==> src/rtl/frame_scanout_if.sv <==
// Frame-buffer read port between the scan-out engine (master) and the
// dual-bank pixel memory (slave).
interface frame_scanout_if;
  logic [15:0] fb_rd_addr;
  logic        fb_rd_en;
  logic [1:0]  fb_rd_data;

  modport master (output fb_rd_addr, output fb_rd_en, input fb_rd_data);
  modport slave  (input fb_rd_addr, input fb_rd_en, output fb_rd_data);
endinterface

==> src/rtl/frame_scanout.sv <==
// VGA scan-out of the PPU frame buffer: 3x upscale into a centred window,
// palette-mapped grey, double-buffer bank swap at frame end.
module frame_scanout #(
  parameter int H_ACTIVE = 640,
  parameter int H_FP     = 16,
  parameter int H_SYNC   = 96,
  parameter int H_BP     = 48,
  parameter int V_ACTIVE = 480,
  parameter int V_FP     = 10,
  parameter int V_SYNC   = 2,
  parameter int V_BP     = 33,
  parameter int X_OFF    = 80,
  parameter int Y_OFF    = 24,
  parameter int FB_W     = 160,
  parameter int FB_H     = 144,
  parameter int RD_LAT   = 1
) (
  input  logic                  clock,
  input  logic                  reset_n,
  frame_scanout_if.master       fb,
  input  logic [7:0]            palette,
  input  logic                  swap_req,
  output logic                  swap_ack,
  output logic                  display_bank,
  output logic                  hsync,
  output logic                  vsync,
  output logic                  de,
  output logic [7:0]            grey
);

  localparam logic [9:0]  H_LAST    = 10'(H_ACTIVE + H_FP + H_SYNC + H_BP - 1);
  localparam logic [9:0]  V_LAST    = 10'(V_ACTIVE + V_FP + V_SYNC + V_BP - 1);
  localparam logic [9:0]  HS_BEG    = 10'(H_ACTIVE + H_FP);
  localparam logic [9:0]  HS_END    = 10'(H_ACTIVE + H_FP + H_SYNC);
  localparam logic [9:0]  VS_BEG    = 10'(V_ACTIVE + V_FP);
  localparam logic [9:0]  VS_END    = 10'(V_ACTIVE + V_FP + V_SYNC);
  localparam logic [9:0]  H_VIS     = 10'(H_ACTIVE);
  localparam logic [9:0]  V_VIS     = 10'(V_ACTIVE);
  localparam logic [9:0]  WX_BEG    = 10'(X_OFF);
  localparam logic [9:0]  WX_END    = 10'(X_OFF + 3 * FB_W);
  localparam logic [9:0]  WY_BEG    = 10'(Y_OFF);
  localparam logic [9:0]  WY_END    = 10'(Y_OFF + 3 * FB_H);
  localparam logic [7:0]  FBX_LAST  = 8'(FB_W - 1);
  localparam logic [7:0]  FBY_LAST  = 8'(FB_H - 1);
  localparam logic [15:0] BANK_SIZE = 16'(FB_W * FB_H);
  localparam logic [15:0] ROW_PITCH = 16'(FB_W);

  logic [9:0]  h_cnt_q, h_cnt_d, v_cnt_q, v_cnt_d;
  logic [1:0]  xs_q, xs_d, ys_q, ys_d;
  logic [7:0]  fb_x_q, fb_x_d, fb_y_q, fb_y_d;
  logic [15:0] addr_hold_q, addr_c;
  logic [7:0]  pal_q;
  logic        bank_q, swap_ack_q;
  logic        line_end, frame_end;
  logic        win_h, win_v, win;
  logic        hs_raw, vs_raw, de_raw;

  always_comb begin
    line_end  = (h_cnt_q == H_LAST);
    frame_end = line_end && (v_cnt_q == V_LAST);
    h_cnt_d   = line_end ? '0 : h_cnt_q + 10'd1;
    v_cnt_d   = v_cnt_q;
    if (line_end) v_cnt_d = (v_cnt_q == V_LAST) ? '0 : v_cnt_q + 10'd1;

    win_h  = (h_cnt_q >= WX_BEG) && (h_cnt_q < WX_END);
    win_v  = (v_cnt_q >= WY_BEG) && (v_cnt_q < WY_END);
    win    = win_h && win_v;
    hs_raw = !((h_cnt_q >= HS_BEG) && (h_cnt_q < HS_END));
    vs_raw = !((v_cnt_q >= VS_BEG) && (v_cnt_q < VS_END));
    de_raw = (h_cnt_q < H_VIS) && (v_cnt_q < V_VIS);
  end

  // 3x scaling by sub-counters: each source pixel/line is repeated three times.
  always_comb begin
    xs_d   = xs_q;
    fb_x_d = fb_x_q;
    ys_d   = ys_q;
    fb_y_d = fb_y_q;
    if (h_cnt_d == WX_BEG) begin
      xs_d   = '0;
      fb_x_d = '0;
    end else if (win_h) begin
      if (xs_q == 2'd2) begin
        xs_d   = '0;
        fb_x_d = (fb_x_q == FBX_LAST) ? '0 : fb_x_q + 8'd1;
      end else begin
        xs_d = xs_q + 2'd1;
      end
    end
    if (line_end) begin
      if (v_cnt_d == WY_BEG) begin
        ys_d   = '0;
        fb_y_d = '0;
      end else if (win_v) begin
        if (ys_q == 2'd2) begin
          ys_d   = '0;
          fb_y_d = (fb_y_q == FBY_LAST) ? '0 : fb_y_q + 8'd1;
        end else begin
          ys_d = ys_q + 2'd1;
        end
      end
    end
  end

  assign addr_c = (bank_q ? BANK_SIZE : 16'd0) + 16'(fb_y_q) * ROW_PITCH + 16'(fb_x_q);

  always_ff @(posedge clock or negedge reset_n) begin
    if (!reset_n) begin
      h_cnt_q     <= '0;
      v_cnt_q     <= '0;
      xs_q        <= '0;
      ys_q        <= '0;
      fb_x_q      <= '0;
      fb_y_q      <= '0;
      addr_hold_q <= '0;
      pal_q       <= '0;
      bank_q      <= 1'b0;
      swap_ack_q  <= 1'b0;
    end else begin
      h_cnt_q    <= h_cnt_d;
      v_cnt_q    <= v_cnt_d;
      xs_q       <= xs_d;
      ys_q       <= ys_d;
      fb_x_q     <= fb_x_d;
      fb_y_q     <= fb_y_d;
      if (win) addr_hold_q <= addr_c;
      if (h_cnt_q == '0) pal_q <= palette;
      // Bank only flips on the last clock of the frame so a frame is never torn.
      if (frame_end && swap_req) bank_q <= ~bank_q;
      swap_ack_q <= frame_end && swap_req;
    end
  end

  assign fb.fb_rd_en   = win;
  assign fb.fb_rd_addr = win ? addr_c : addr_hold_q;

  // Timing taps ride alongside the memory read: {win, de, vsync, hsync}.
  logic [3:0] tap_c, dly;
  logic [3:0] pipe_q [RD_LAT];
  logic [1:0] shade;
  logic [7:0] lut, grey_d;
  logic       hsync_q, vsync_q, de_q;
  logic [7:0] grey_q;

  assign tap_c = {win, de_raw, vs_raw, hs_raw};
  assign dly   = pipe_q[RD_LAT-1];

  always_comb begin
    shade = pal_q[{fb.fb_rd_data, 1'b0} +: 2];
    case (shade)
      2'd0:    lut = 8'hFF;
      2'd1:    lut = 8'hAA;
      2'd2:    lut = 8'h55;
      default: lut = 8'h00;
    endcase
    grey_d = (dly[3] && dly[2]) ? lut : 8'h00;
  end

  always_ff @(posedge clock or negedge reset_n) begin
    if (!reset_n) begin
      for (int i = 0; i < RD_LAT; i++) pipe_q[i] <= 4'b0011;
      hsync_q <= 1'b1;
      vsync_q <= 1'b1;
      de_q    <= 1'b0;
      grey_q  <= '0;
    end else begin
      pipe_q[0] <= tap_c;
      for (int i = 1; i < RD_LAT; i++) pipe_q[i] <= pipe_q[i-1];
      hsync_q <= dly[0];
      vsync_q <= dly[1];
      de_q    <= dly[2];
      grey_q  <= grey_d;
    end
  end

  assign hsync        = hsync_q;
  assign vsync        = vsync_q;
  assign de           = de_q;
  assign grey         = grey_q;
  assign display_bank = bank_q;
  assign swap_ack     = swap_ack_q;

endmodule

==> src/flat_wrapper.sv <==
// flat-port wrapper written by rule: the top's interface ports become plain ports
module frame_scanout_flat 
#(
  parameter int H_ACTIVE = 640,
  parameter int H_FP     = 16,
  parameter int H_SYNC   = 96,
  parameter int H_BP     = 48,
  parameter int V_ACTIVE = 480,
  parameter int V_FP     = 10,
  parameter int V_SYNC   = 2,
  parameter int V_BP     = 33,
  parameter int X_OFF    = 80,
  parameter int Y_OFF    = 24,
  parameter int FB_W     = 160,
  parameter int FB_H     = 144,
  parameter int RD_LAT   = 1
)
  (clock, reset_n, palette, swap_req, swap_ack, display_bank, hsync, vsync, de, grey, fb_fb_rd_addr, fb_fb_rd_en, fb_fb_rd_data);
  frame_scanout_if fb_i ();
  input  logic clock;
  input  logic reset_n;
  input  logic [7:0] palette;
  input  logic swap_req;
  output logic swap_ack;
  output logic display_bank;
  output logic hsync;
  output logic vsync;
  output logic de;
  output logic [7:0] grey;
  output wire logic [$bits(fb_i.fb_rd_addr)-1:0] fb_fb_rd_addr;
  output wire logic [$bits(fb_i.fb_rd_en)-1:0] fb_fb_rd_en;
  input wire logic [$bits(fb_i.fb_rd_data)-1:0] fb_fb_rd_data;
  assign fb_fb_rd_addr = fb_i.fb_rd_addr;
  assign fb_fb_rd_en = fb_i.fb_rd_en;
  assign fb_i.fb_rd_data = fb_fb_rd_data;
  frame_scanout #(.H_ACTIVE(H_ACTIVE), .H_FP(H_FP), .H_SYNC(H_SYNC), .H_BP(H_BP), .V_ACTIVE(V_ACTIVE), .V_FP(V_FP), .V_SYNC(V_SYNC), .V_BP(V_BP), .X_OFF(X_OFF), .Y_OFF(Y_OFF), .FB_W(FB_W), .FB_H(FB_H), .RD_LAT(RD_LAT)) u_core (.clock(clock), .reset_n(reset_n), .fb(fb_i), .palette(palette), .swap_req(swap_req), .swap_ack(swap_ack), .display_bank(display_bank), .hsync(hsync), .vsync(vsync), .de(de), .grey(grey));
endmodule
==> config.mk <==
export PLATFORM = sky130hd
export DESIGN_NAME = frame_scanout_flat
export DESIGN_NICKNAME = d
export VERILOG_FILES = /design/src/rtl/frame_scanout_if.sv /design/src/rtl/frame_scanout.sv /design/src/flat_wrapper.sv
export SDC_FILE = /design/constraint.sdc
export NUM_CORES = 1
export LEC_CHECK = 0
export CORE_UTILIZATION = 47
export DETAILED_ROUTE_END_ITERATION = 10
export GPL_ROUTABILITY_DRIVEN = 0
export PLACE_DENSITY = 0.77
export SLEW_MARGIN = 10
export SYNTH_ARGS = -nofsm -noshare
export SYNTH_HDL_FRONTEND = slang
export SYNTH_SLANG_ARGS = --single-unit
==> constraint.sdc <==
create_clock -name clock -period 6.3 [get_ports clock]
set_clock_uncertainty 0.1 [all_clocks]
set_input_delay 1.26 -clock clock [delete_from_list [all_inputs] [get_ports clock]]
set_output_delay 1.26 -clock clock [all_outputs]
set_load 0.05 [all_outputs]
==> run_results.csv <==
group,metric,value,unit
critical_path,reg2reg_slack,2840,ps
worst_hold_path,min_from,"u_core.dly[0]",
power,p_per_area,170,nW/um^2
logic_synthesis,yosysUniqueCellTypes,63,
logic_synthesis,syn-num-nets,484,
floorplanning,rows,35,
critical_path,r2r_cells,13,
floorplanning,io_pins,43,
floorplanning,core,9240,sq um
timing,layout_min_cycle_time,5820,ps
critical_path,cp-start-kind,"flop",
critical_path,cpPeakStageDelay,850,ps
critical_path,slowest_stage,"clkdlybuf4s50_1",
logic_synthesis,synth_seq_cells,75,
timing,rsz0062_at_grt,"false",
power,p_leak,2.24,nW
logic_synthesis,synth.yosys.seq_area_share,0.420,
detailed_routing,drc_errors,0,
clocking,cts_tree,"yes",
placed_design,dp_hpwl,6490,um
job,drv_cap,0,
clocking,clock_path_buffers,2,
global_routing,overflow,0,
timing,slew_viol_final,0,
critical_path,critPathMaxFanout,6,
timing,layout_setup_ws,485,ps
critical_path,worstPathRequired,4940,ps
detailed_routing,postRouteWirelength,9000,um
clocking,cts.sinks,75,
detailed_routing,ant_nets,0,
critical_path,crit_family,"adder cells",
timing,fmax,172,MHz
timing,finalSetupTns,0,ps
detailed_routing,wl_per_cell,14.9,um
critical_path,crit_chain,"ha_1 -> ha_1 -> fa_1 -> a21oi_1 -> nor2_1 -> nor2_1 -> xnor2_1 -> ha_1 -> a21oi_1 -> a21boi_0 -> o31ai_1 -> xnor2_1 -> o21ai_0 -> clkdlybuf4s50_1",
placed_design,dp_slack,868,ps
critical_path,crit_cells,14,
logic_synthesis,avgSynthCellArea,10.1,sq um
clocking,hold_buffers,0,
logic_synthesis,yosys_warnings,0,
detailed_routing,drt_iter0_drc,191,
timing,hold_ws,260,ps
timing,finalCritPeriodShare,0.923,
clocking,cts_max_level,3,
critical_path,r2r-end,"u_core.addr_hold_q[15]",
floorplanning,die_width,99.6,um
global_routing,grt_max_degree,76,
critical_path,crit_arrival,4460,ps
timing,worstMarginPinSlew,921,ps
clocking,root_buffer,"clkbuf_8",
placed_design,io_buffer_count,42,
layout,final_util,0.555,
critical_path,r2r-start,"u_core.fb_y_q[1]",
critical_path,path_common_cell,"ha_1",
clocking,clkSlewWorstSetupHoldPaths,80,ps
clocking,clkLatencyLatePin,350,ps
floorplanning,fp.dieH,99.6,um
logic_synthesis,async_flop_share,1.00,
detailed_routing,vias,3414,
layout,area_growth,14.6,%
floorplanning,start_util,0.484,
clocking,postCtsSetupBuffers,0,
detailed_routing,vias_per_cell,5.66,
critical_path,crit_end,"fb_fb_rd_addr[15]",
critical_path,path_class,"flop to output pin",
critical_path,critPathBufInv,1,
outcome,outcome,"finished, final reports clean",
timing,hold_violations,0,
floorplanning,die-area,9920,sq um
logic_synthesis,synth_edf_count,0,
clocking,ctsResizeCount,0,
logic_synthesis,ys.flop_type,"dfrtp_1",
power,ir_drop,0.116,mV
layout,drive_gt1_frac,0.112,
clocking,cts_buffers,9,
global_routing,first_global_vias,3319,
worst_hold_path,min_path_type,"flop to flop",
global_routing,grt_pass1_wl,15500,um
global_routing,antenna_found_initial,0,
timing,max_slew_margin,0.386,
detailed_routing,detail_route.first_pass.iterations,5,
logic_synthesis,syn_area,4480,sq um
timing,setup_viol,0,
critical_path,worstSetupEndpointType,"output pin",
layout,nets,513,
global_routing,track_usage,0.199,
logic_synthesis,netlist_instances,441,
layout,diodes,0,
critical_path,startpoint,"u_core.fb_y_q[1]",
-- cells in the final DEF (no fill, tap or decap), drive strengths merged, types with 3 or more instances in the layout --
cell type	netlist	routed
nand3b	3	3
xnor2	18	18
o21a	4	4
o21bai	3	3
nand4b	6	6
nand2b	3	3
nand3	20	20
nand2	36	36
ha	28	28
and3	9	9
clkdlybuf4s50	0	41
clkbuf	15	9
mux2i	5	5
o211ai	5	5
a21oi	11	11
clkinv	0	3
a31o	3	3
o31ai	3	3
a31oi	4	4
and2	3	3
inv	22	23
nor4b	3	3
dfstp	4	4
mux2	12	12
a21o	4	4
nor3	9	9
xor2	17	17
nor4	9	9
nor2b	4	4
o21ai	29	29
nand4	10	10
dfrtp	71	71
nor2	28	28
or3	4	4
-- flip-flops by register name (all words and copies together), names as in the netlist --
name / cells
u_core.swap_ack: 1
u_core.dly: 4
u_core.ys_q: 2
u_core.pal_q: 8
u_core.fb_x_q: 8
u_core.addr_hold_q: 16
u_core.fb_y_q: 8
u_core.hsync: 1
u_core.h_cnt_q: 10
u_core.vsync: 1
u_core.xs_q: 2
u_core.de: 1
u_core.display_bank: 1
u_core.grey: 2
u_core.v_cnt_q: 10
-- power by group --
part / internal, W / leakage (nW) / total [W] / switching, W
logic: 0.0000101 / 1.16 / 0.0000211 / 0.0000110
clock network: 0.000181 / 0.0955 / 0.000367 / 0.000185
registers: 0.000484 / 0.991 / 0.000485 / 0.00000141
total: 0.000675 / 2.24 / 0.000873 / 0.000198
-- metrics by stage --
stage,std cells,total power (W),instance area [sq um]
2_1_floorplan,441,0.000499,4480
3_3_place_gp,588,0.000516,4940
4_1_cts,603,0.000884,5130
6_report,603,0.000873,5130
3_5_place_dp,588,0.000517,4940
5_1_grt,603,0.000909,5130
-- area by class of cell --
type,count,area [sq um]
clock buffer,9,124
clock inverter,6,65.1
fill,796,4110
inverter,22,82.6
multi-input combinational,319,2390
sequential,75,1880
tap,129,161
timing repair buffer,43,425
-- metal layers --
| metal | share of wire | wire [um] | GRT usage | vias up |
|---|---|---|---|---|
| met5 | 0 | 0 | 0 | - |
| met4 | 0.013 | 120 | 0.0645 | 0 |
| met3 | 0.045 | 406 | 0.0499 | 12 |
| met2 | 0.50 | 4460 | 0.322 | 89 |
| met1 | 0.45 | 4020 | 0.263 | 1682 |
| li1 | - | - | - | 1631 |
-- how the worst min path moves through the flow --
stage / to / slack (ps) / cells past startpoint
6_report: u_core.hsync / 260 / 0
3_3_place_gp: u_core.hsync / 250 / 0
5_1_grt: u_core.hsync / 270 / 0
4_1_cts: u_core.hsync / 260 / 0
3_5_place_dp: u_core.vsync / 250 / 0
2_1_floorplan: u_core.hsync / 250 / 0
-- cell usage after synthesis (all sizes together) (5+ instances only) --
| cell | count | area, sq um |
|---|---|---|
| clkbuf | 15 | 56.3 |
| nand2 | 36 | 135 |
| mux2 | 12 | 135 |
| nor4 | 9 | 120 |
| nor3 | 9 | 50.1 |
| mux2i | 5 | 50.1 |
| nand4b | 6 | 67.6 |
| nand4 | 10 | 62.6 |
| dfrtp | 71 | 1780 |
| buf | 10 | 67.6 |
| ha | 28 | 350 |
| inv | 22 | 82.6 |
| nand3 | 20 | 100 |
| a21oi | 11 | 58.8 |
| nor2 | 28 | 105 |
| and3 | 9 | 56.3 |
| o21ai | 29 | 145 |
| xor2 | 17 | 156 |
| o211ai | 5 | 47.5 |
| xnor2 | 18 | 158 |
-- logic make-up after synthesis --
group / synth area share
AND/OR/NAND/NOR: 0.207
buffers and inverters: 0.0461
flip-flops: 0.420
XOR/XNOR: 0.0702
AO/OA/AOI/OAI: 0.117
multiplexers: 0.0514
adder cells (fa/ha/maj): 0.0872
Note: power is estimated with default switching activity, not from simulation.
